==> src/rtl/lcd_pkg.sv <==
// Shared definitions for the LCD SPI word writer: FSM encoding, word layout
// and timing constants.
package lcd_pkg;

  typedef enum logic [1:0] {
    ST_IDLE    = 2'd0,
    ST_SHIFT   = 2'd1,
    ST_DONE    = 2'd2,
    ST_RECOVER = 2'd3
  } lcd_state_e;

  localparam int LCD_WORD_W       = 9;
  localparam int LCD_DC_BIT       = 8;
  localparam int LCD_HALF_PER_DEF = 2;
  localparam int LCD_RECOVER_LEN  = 3;

endpackage

==> src/rtl/lcd_spi_write_if.sv <==
// Upstream sequencer handshake plus the four-wire LCD SPI pins.
interface lcd_spi_write_if;
  import lcd_pkg::*;

  logic                  en_write;
  logic [LCD_WORD_W-1:0] init_data;
  logic                  wr_done;
  logic                  busy;
  logic                  lcd_cs;
  logic                  lcd_dc;
  logic                  lcd_sck;
  logic                  lcd_mosi;

  modport master (
    output en_write, init_data,
    input  wr_done, busy, lcd_cs, lcd_dc, lcd_sck, lcd_mosi
  );

  modport slave (
    input  en_write, init_data,
    output wr_done, busy, lcd_cs, lcd_dc, lcd_sck, lcd_mosi
  );

endinterface

==> src/rtl/lcd_spi_tick.sv <==
// Half-period tick generator: one-cycle tick every HALF_PER clocks,
// restarted from zero by clr.
module lcd_spi_tick #(
  parameter int HALF_PER = 2
) (
  input  logic sys_clk_50MHz,
  input  logic sys_rst,
  input  logic clr,
  output logic tick
);

  localparam int CNT_W = (HALF_PER < 2) ? 1 : $clog2(HALF_PER + 1);
  localparam logic [CNT_W-1:0] TC = CNT_W'(HALF_PER - 1);

  logic [CNT_W-1:0] cnt_q, cnt_d;

  assign tick = (cnt_q == TC);

  always_comb begin
    cnt_d = cnt_q + CNT_W'(1);
    if (clr || tick) cnt_d = '0;
  end

  always_ff @(posedge sys_clk_50MHz) begin
    if (sys_rst) cnt_q <= '0;
    else         cnt_q <= cnt_d;
  end

endmodule

==> src/rtl/lcd_spi_write.sv <==
// Serialises one 9-bit D/C + payload word onto a mode-0 SPI LCD link per
// en_write request, then holds off for a short recovery window.
//
// state      | meaning
// -----------+-------------------------------------------------------------
// ST_IDLE    | waiting for en_write; CS high, SCK low
// ST_SHIFT   | CS low; setup half-period then 8 bit periods, MSB first
// ST_DONE    | single cycle: CS released, wr_done pulsed
// ST_RECOVER | fixed gap letting the upstream sequencer advance its word
module lcd_spi_write
  import lcd_pkg::*;
#(
  parameter int HALF_PER = LCD_HALF_PER_DEF
) (
  input  logic            sys_clk_50MHz,
  input  logic            sys_rst,
  lcd_spi_write_if.slave  bus
);

  lcd_state_e state_q, state_d;
  logic [2:0] bit_cnt_q, bit_cnt_d;
  logic       setup_q, setup_d;
  logic [6:0] shreg_q, shreg_d;
  logic       cs_q, cs_d;
  logic       dc_q, dc_d;
  logic       sck_q, sck_d;
  logic       mosi_q, mosi_d;
  logic       wr_done_q, wr_done_d;
  logic       tick;
  logic       tick_clr;

  // Tick phase restarts on every state change so each phase is a full HALF_PER.
  assign tick_clr = (state_d != state_q);

  lcd_spi_tick #(.HALF_PER(HALF_PER)) u_tick (
    .sys_clk_50MHz (sys_clk_50MHz),
    .sys_rst       (sys_rst),
    .clr           (tick_clr),
    .tick          (tick)
  );

  always_comb begin
    state_d   = state_q;
    bit_cnt_d = bit_cnt_q;
    setup_d   = setup_q;
    shreg_d   = shreg_q;
    cs_d      = cs_q;
    dc_d      = dc_q;
    sck_d     = sck_q;
    mosi_d    = mosi_q;
    wr_done_d = 1'b0;

    case (state_q)
      ST_IDLE: begin
        if (bus.en_write) begin
          state_d   = ST_SHIFT;
          shreg_d   = bus.init_data[6:0];
          dc_d      = bus.init_data[LCD_DC_BIT];
          mosi_d    = bus.init_data[7];
          cs_d      = 1'b0;
          sck_d     = 1'b0;
          setup_d   = 1'b1;
          bit_cnt_d = '0;
        end
      end

      ST_SHIFT: begin
        if (tick) begin
          if (setup_q) begin
            setup_d = 1'b0;
            sck_d   = 1'b1;
          end else if (sck_q) begin
            sck_d = 1'b0;
            // Bit 0 stays on MOSI through its low phase as the CS hold time.
            if (bit_cnt_q != 3'd7) begin
              mosi_d  = shreg_q[6];
              shreg_d = {shreg_q[5:0], 1'b0};
            end
          end else if (bit_cnt_q == 3'd7) begin
            state_d   = ST_DONE;
            cs_d      = 1'b1;
            wr_done_d = 1'b1;
            bit_cnt_d = '0;
          end else begin
            sck_d     = 1'b1;
            bit_cnt_d = bit_cnt_q + 3'd1;
          end
        end
      end

      ST_DONE: begin
        state_d   = ST_RECOVER;
        bit_cnt_d = '0;
      end

      ST_RECOVER: begin
        // The bit counter doubles as the recovery timer; en_write is ignored here.
        if (bit_cnt_q == 3'(LCD_RECOVER_LEN - 1)) begin
          state_d   = ST_IDLE;
          bit_cnt_d = '0;
        end else begin
          bit_cnt_d = bit_cnt_q + 3'd1;
        end
      end

      default: state_d = ST_IDLE;
    endcase
  end

  always_ff @(posedge sys_clk_50MHz) begin
    if (sys_rst) begin
      state_q   <= ST_IDLE;
      bit_cnt_q <= '0;
      setup_q   <= 1'b0;
      shreg_q   <= '0;
      cs_q      <= 1'b1;
      dc_q      <= 1'b0;
      sck_q     <= 1'b0;
      mosi_q    <= 1'b0;
      wr_done_q <= 1'b0;
    end else begin
      state_q   <= state_d;
      bit_cnt_q <= bit_cnt_d;
      setup_q   <= setup_d;
      shreg_q   <= shreg_d;
      cs_q      <= cs_d;
      dc_q      <= dc_d;
      sck_q     <= sck_d;
      mosi_q    <= mosi_d;
      wr_done_q <= wr_done_d;
    end
  end

  assign bus.lcd_cs   = cs_q;
  assign bus.lcd_dc   = dc_q;
  assign bus.lcd_sck  = sck_q;
  assign bus.lcd_mosi = mosi_q;
  assign bus.wr_done  = wr_done_q;
  assign bus.busy     = (state_q != ST_IDLE);

endmodule

==> src/flat_wrapper.sv <==
// flat-port wrapper written by rule: the top's interface ports become plain ports
module lcd_spi_write_flat import lcd_pkg::*;
#(
  parameter int HALF_PER = LCD_HALF_PER_DEF
)
  (sys_clk_50MHz, sys_rst, bus_en_write, bus_init_data, bus_wr_done, bus_busy, bus_lcd_cs, bus_lcd_dc, bus_lcd_sck, bus_lcd_mosi);
  lcd_spi_write_if bus_i ();
  input  logic sys_clk_50MHz;
  input  logic sys_rst;
  input wire logic [$bits(bus_i.en_write)-1:0] bus_en_write;
  input wire logic [$bits(bus_i.init_data)-1:0] bus_init_data;
  output wire logic [$bits(bus_i.wr_done)-1:0] bus_wr_done;
  output wire logic [$bits(bus_i.busy)-1:0] bus_busy;
  output wire logic [$bits(bus_i.lcd_cs)-1:0] bus_lcd_cs;
  output wire logic [$bits(bus_i.lcd_dc)-1:0] bus_lcd_dc;
  output wire logic [$bits(bus_i.lcd_sck)-1:0] bus_lcd_sck;
  output wire logic [$bits(bus_i.lcd_mosi)-1:0] bus_lcd_mosi;
  assign bus_i.en_write = bus_en_write;
  assign bus_i.init_data = bus_init_data;
  assign bus_wr_done = bus_i.wr_done;
  assign bus_busy = bus_i.busy;
  assign bus_lcd_cs = bus_i.lcd_cs;
  assign bus_lcd_dc = bus_i.lcd_dc;
  assign bus_lcd_sck = bus_i.lcd_sck;
  assign bus_lcd_mosi = bus_i.lcd_mosi;
  lcd_spi_write #(.HALF_PER(HALF_PER)) u_core (.sys_clk_50MHz(sys_clk_50MHz), .sys_rst(sys_rst), .bus(bus_i));
endmodule
==> config.mk <==
export PLATFORM = sky130hd
export DESIGN_NAME = lcd_spi_write_flat
export DESIGN_NICKNAME = d
export VERILOG_FILES = /design/src/rtl/lcd_pkg.sv /design/src/rtl/lcd_spi_write_if.sv /design/src/rtl/lcd_spi_tick.sv /design/src/rtl/lcd_spi_write.sv /design/src/flat_wrapper.sv
export SDC_FILE = /design/constraint.sdc
export NUM_CORES = 1
export LEC_CHECK = 0
export BUFFER_PORTS_ARGS = -buffer_cell sky130_fd_sc_hd__buf_2
export CELL_PAD_IN_SITES_DETAIL_PLACEMENT = 1
export CELL_PAD_IN_SITES_GLOBAL_PLACEMENT = 1
export CORE_MARGIN = 10
export CORE_UTILIZATION = 35
export CTS_BUF_LIST = sky130_fd_sc_hd__clkbuf_4 sky130_fd_sc_hd__clkbuf_8
export CTS_CLUSTER_DIAMETER = 120
export DETAILED_ROUTE_END_ITERATION = 7
export GPL_ROUTABILITY_DRIVEN = 1
export GPL_TIMING_DRIVEN = 0
export HOLD_SLACK_MARGIN = 0.1
export PLACE_DENSITY_LB_ADDON = 0.1
export SETUP_SLACK_MARGIN = 0.5
export SYNTH_ARGS = -nofsm -noshare
export SYNTH_HDL_FRONTEND = slang
export SYNTH_SLANG_ARGS = --single-unit
==> constraint.sdc <==
create_clock -name sys_clk_50MHz -period 1.99 [get_ports sys_clk_50MHz]
set_clock_uncertainty 0.05 [all_clocks]
set_input_delay 0.2985 -clock sys_clk_50MHz [delete_from_list [all_inputs] [get_ports sys_clk_50MHz]]
set_output_delay 0.2985 -clock sys_clk_50MHz [all_outputs]
set_load 0.1 [all_outputs]
# After elaboration in Yosys (flattened, before gate mapping)
# Index checks and enable logic that the tools add are counted.
# classes
addsub	2
n_eq_ne	15
mux	41
bitwise_logic	2
reduce_logical	11
# op_table
cell	count
7-bit 2-to-1 mux	5
3-bit 2-to-1 mux	6
1-bit 2-to-1 mux	17
7-bit case mux with 2 select lines	1
2-bit 2-to-1 mux	6
3-bit case mux with 4 select lines	1
6-bit AND reduction	2
2-bit inequality test, second input constant	4
1-bit case mux with 2 select lines	4
2-bit case mux with 4 select lines	1
2-bit by 1-bit inequality test with 1-bit output, second input constant	3
5-bit OR reduction	1
2-bit by 1-bit equality test with 1-bit output, second input constant	2
2-bit equality test, second input constant	2
4-bit AND reduction	1
2-bit nonzero test	2
3-bit by 1-bit adder with 3-bit output, second input constant	1
3-bit by 2-bit equality test with 1-bit output, second input constant	1
3-bit equality test, second input constant	1
3-bit inequality test, second input constant	1
3-bit AND reduction	1
2-bit by 1-bit adder with 2-bit output, second input constant	1
2-bit zero test	1
2-bit inequality test	1
other kinds (4)	5
# totals
register_bits	20
in_bits	12
out_inout_bits	6
word_cells	81

# Depth between registers and ports, before layout
# logic_depth
depth_word	9
depth_mapped	7
ltp_nobuf	6

# Modules after synthesis
# Synthesis repeated with hierarchy kept, for this count alone.
# unflattened
hier_cells	116
area_unflattened_um2	999.7
# modules_own_cells
mod	n_inst	cells_per_inst	area_each_um2	seq_area_each_um2
lcd_spi_write	1	110	918.4	360.3
lcd_spi_tick	1	6	81.3	40.0

# Worst setup path after synthesis
# Ideal clock, no wire load.
# synth_timing
path_type	reg2reg
startpoint	register u_core.sck_q (netlist: u_core.bus.lcd_sck)
endpoint	register u_core.bit_cnt_q[2]
setup_ns	0.066
arrival_time_ns	2.000
t_required_ns	1.874
setup_slack_ns	-0.126
path_stages_with_launch	5
path_buffers	0
synth_period_minus_slack_ns	2.116
cell_sequence	dfxtp_1 nor2_1 a311oi_2 mux2_1 nor2_1
# synth_via
elab_chain_len	2
# synth_lines
element	line_no	source
start: declaration	lcd_spi_write.sv:26	logic sck_q, sck_d;
start signal: assignment	lcd_spi_write.sv:128	sck_q <= sck_d;
2-bit inequality test (no source line)	n/a	
4-bit AND reduction (no source line)	n/a	
end signal: assignment	lcd_spi_write.sv:123	bit_cnt_q <= bit_cnt_d;
end: declaration	lcd_spi_write.sv:21	logic [2:0] bit_cnt_q, bit_cnt_d;
# Every way passes these cells.
# A chain may end at the register's enable or synchronous reset.

# Worst setup path in the final report
# layout_timing
startpoint	register u_core.bit_cnt_q[0]
endpoint	register u_core.mosi_q (netlist: u_core.bus.lcd_mosi)
# layout_via
elab_chain_len	3
# layout_lines
element	line_no	source
3-bit inequality test	lcd_spi_write.sv:75	if (bit_cnt_q != 3'd7) begin
2-bit by 1-bit inequality test with 1-bit output (no source line)	n/a	
6-bit AND reduction (no source line)	n/a	
end signal: assignment	lcd_spi_write.sv:129	mosi_q <= mosi_d;
end: declaration	lcd_spi_write.sv:27	logic mosi_q, mosi_d;
# Every way passes these cells.

==> metrics.yaml <==
outcome: "complete, no violations"
min_period_over_period: 0.837
drive_gt1_frac: 0.432
p_comb_frac: 0.277
antenna_found_initial: 0
setup_slack_ns: 0.324
cp.arrival_ns: 1.82
synth_fa_ha_area_frac: 0.0593
cts_tree: "yes"
design_area_mm2: 0.00139
ys_types: 33
maxSlewHeadroom: 0.628
synth-compound-area-share: 0.223
via_per_inst: 5.33
cts_sinks: 20
p_int_uw: 620
nets: 157
p_per_area_mw_per_mm2: 656
synth_mux_area_frac: 0.0961
grtUsageTotal: 0.104
routed_wirelength_mm: 2.81
initial_core_util: 0.373
die_h_um: 74.9
clk_pin_slew_ns: 0.12
cts-root-buf: "clkbuf_4"
hold_viol_final: 0
io_pins: 18
crit_chain: "ha_4 -> ha_4 -> and4bb_1 -> o221a_4 -> buf_4 -> nor2_1 -> a211oi_2"
ys_seq_elements: 20
synth_area_leaders: "dfxtp_1, mux2i_1, a211oi_2"
cts_buffers: 3
finalPower_uw: 914
cp_slowest_cell: "dfxtp_4"
die_x_um: 74.9
netSwitchingPower_uw: 294
most-common-layout-cells: "buf_2, nor2_1, dfxtp_1"
hpwl_mm: 1.99
seqPwrFrac: 0.487
setup_viol_count_final: 0
synth_top_area_frac: 0.380
synth_top_family_by_area: "compound AO/OA/AOI/OAI gates"
critical_path.top_delay_family: "compound AO/OA/AOI/OAI gates"
swShare: 0.322
wire_per_inst_um: 16.5
max_freq_mhz: 600
n_antenna_cell: 0
port_buffers: 16
place_area_mm2: 0.00121
final_max_slew_viol_count: 0
ctsLongestPathBuffers: 2
fin_util: 0.493
syn_area_mm2: 0.00105
synth_seq_area_share: 0.380
postSynthAreaPerCell_um2: 9.59
grt_pass1_wl_mm: 4.63
ys_warn_count: 0
drt-pass1-iter-count: 4
cp-start-kind: "register"
critical_path_class: "register to register"
crit_buf_inv: 1
gp_congestion: 0.741
core_mm2: 0.00283
tightest_slew_ns: 0.558
grt_start_max_net_pins: 12
postSynthCellCount: 110
cp-end-kind: "register"
timing.setup.tns_ns: 0
peakVddDrop_mv: 0.398
crit_required_ns: 2.15
leakagePower_uw: 0.000570
h-tree-depth: 1
grt_pass1_vias: 980
cpMostUsedCell: "ha_4"
die-area_mm2: 0.00561
maxCapViolations: 0
clkPwrFrac: 0.236
hold_buffers: 0
fin_crit_ns: 1.67
pre_cts_ws_ns: 0.343
layout_commonest_cell: "buf_2"
crit_fanout: 7
worstSkewPairLatency_ns: 0.30
ant_nets: 0
drt_iter0_drc: 37
yosysTopAreaCell: "dfxtp_1"
dr_total_vias: 906
rsz0062_at_grt: "true"
rows: 19
max_stage_delay_ns: 0.38
syn-num-nets: 127
hold_path.class: "primary input to register"
overflow: 0
area.growth.synth_to_final_pct: 32.1
post_synth_xor_area_fraction: 0
yosys.area_share.simple: 0.177
drc: 0
worst register-to-register path: cells and delay by family, from the launching register on:
kind            cells  cell delay [ns]
flops               1             0.38
simple gates        2             0.29
buf+inv             1             0.13
compound gates      2             0.41
fa+ha+maj           2             0.31
routing by layer:
layer	up-vias	track usage	share of wire
li1	447	-	-
met5	-	0	0
met4	0	0.0126	0.0028
met3	2	0.0289	0.037
met1	447	0.122	0.44
met2	10	0.188	0.52
sequential cells by signal, indices dropped and copies added, names as in the netlist:
name                 count
u_core.shreg_q           7
u_core.setup_q           1
u_core.bus.lcd_sck       1
u_core.bit_cnt_q         3
u_core.u_tick.cnt_q      2
u_core.bus.wr_done       1
u_core.bus.lcd_cs        1
u_core.state_q           2
u_core.bus.lcd_mosi      1
u_core.bus.lcd_dc        1
per-stage QoR:
stage | hold WS (ns) | cells
final | 0.194 | 170
after floorplan | 0.349 | 110
after CTS | 0.185 | 167
after global placement | 0.359 | 157
after global routing | 0.190 | 170
after detailed placement | 0.368 | 157
power by group through the flow:
stage / sequential (µW) / combinational [µW] / clock [µW]
floorplan: 492 / 130 / 0
global placement: 454 / 208 / 0
detailed placement: 455 / 213 / 0
CTS: 446 / 229 / 230
global route: 449 / 274 / 252
finish: 445 / 254 / 216
cells by family after synthesis:
kind of cell               after synthesis
muxes                                   10
DFF                                     20
AOI/OAI and AO/OA                       26
adders and majority gates                5
and+or+nand+nor                         36
buffers and inverters                   13
timing repair:
item	4_1_cts	5_1_grt
pin swaps	7	0
endpoints found under the hold margin	0	0
cloned	0	1
endpoints found under the setup margin	12	15
buffers inserted	6	2
resized for setup	7	10
synth_stat cells (all sizes together):
library cell  count
nand3b            1
a21oi             6
nor3b             1
o21a              2
dfxtp            20
mux2i             9
a311oi            1
inv               7
buf               5
o21ai             3
a2111o            1
nand2             6
a211oi            7
mux2              1
nor2b             3
a211o             1
nand3             2
and4              1
o221a             1
a21o              1
o2111ai           1
nand2b            2
a41oi             1
ha                5
o211ai            1
nor2             19
clkbuf            1
and4bb            1
cell type report:
type | count | area [µm²]
sequential | 20 | 417
fill | 323 | 1440
tap | 31 | 38.8
multi-input combinational | 77 | 657
timing repair buffer | 25 | 183
inverter | 7 | 26.3
buffer | 6 | 42.5
clock buffer | 4 | 30.0
path summary, 6_finish.rpt:
path,from,to,slack [ns],depth (start not counted)
setup / recovery,u_core.bit_cnt_q[0],u_core.bus.lcd_mosi,0.32,7
hold / removal,bus_init_data[0],u_core.shreg_q[0],0.19,3
setup reg to reg,u_core.bit_cnt_q[0],u_core.bus.lcd_mosi,0.32,7
hold reg to reg,u_core.u_tick.cnt_q[0],u_core.u_tick.cnt_q[0],0.44,1
Note: power is estimated with default switching activity, not from simulation.
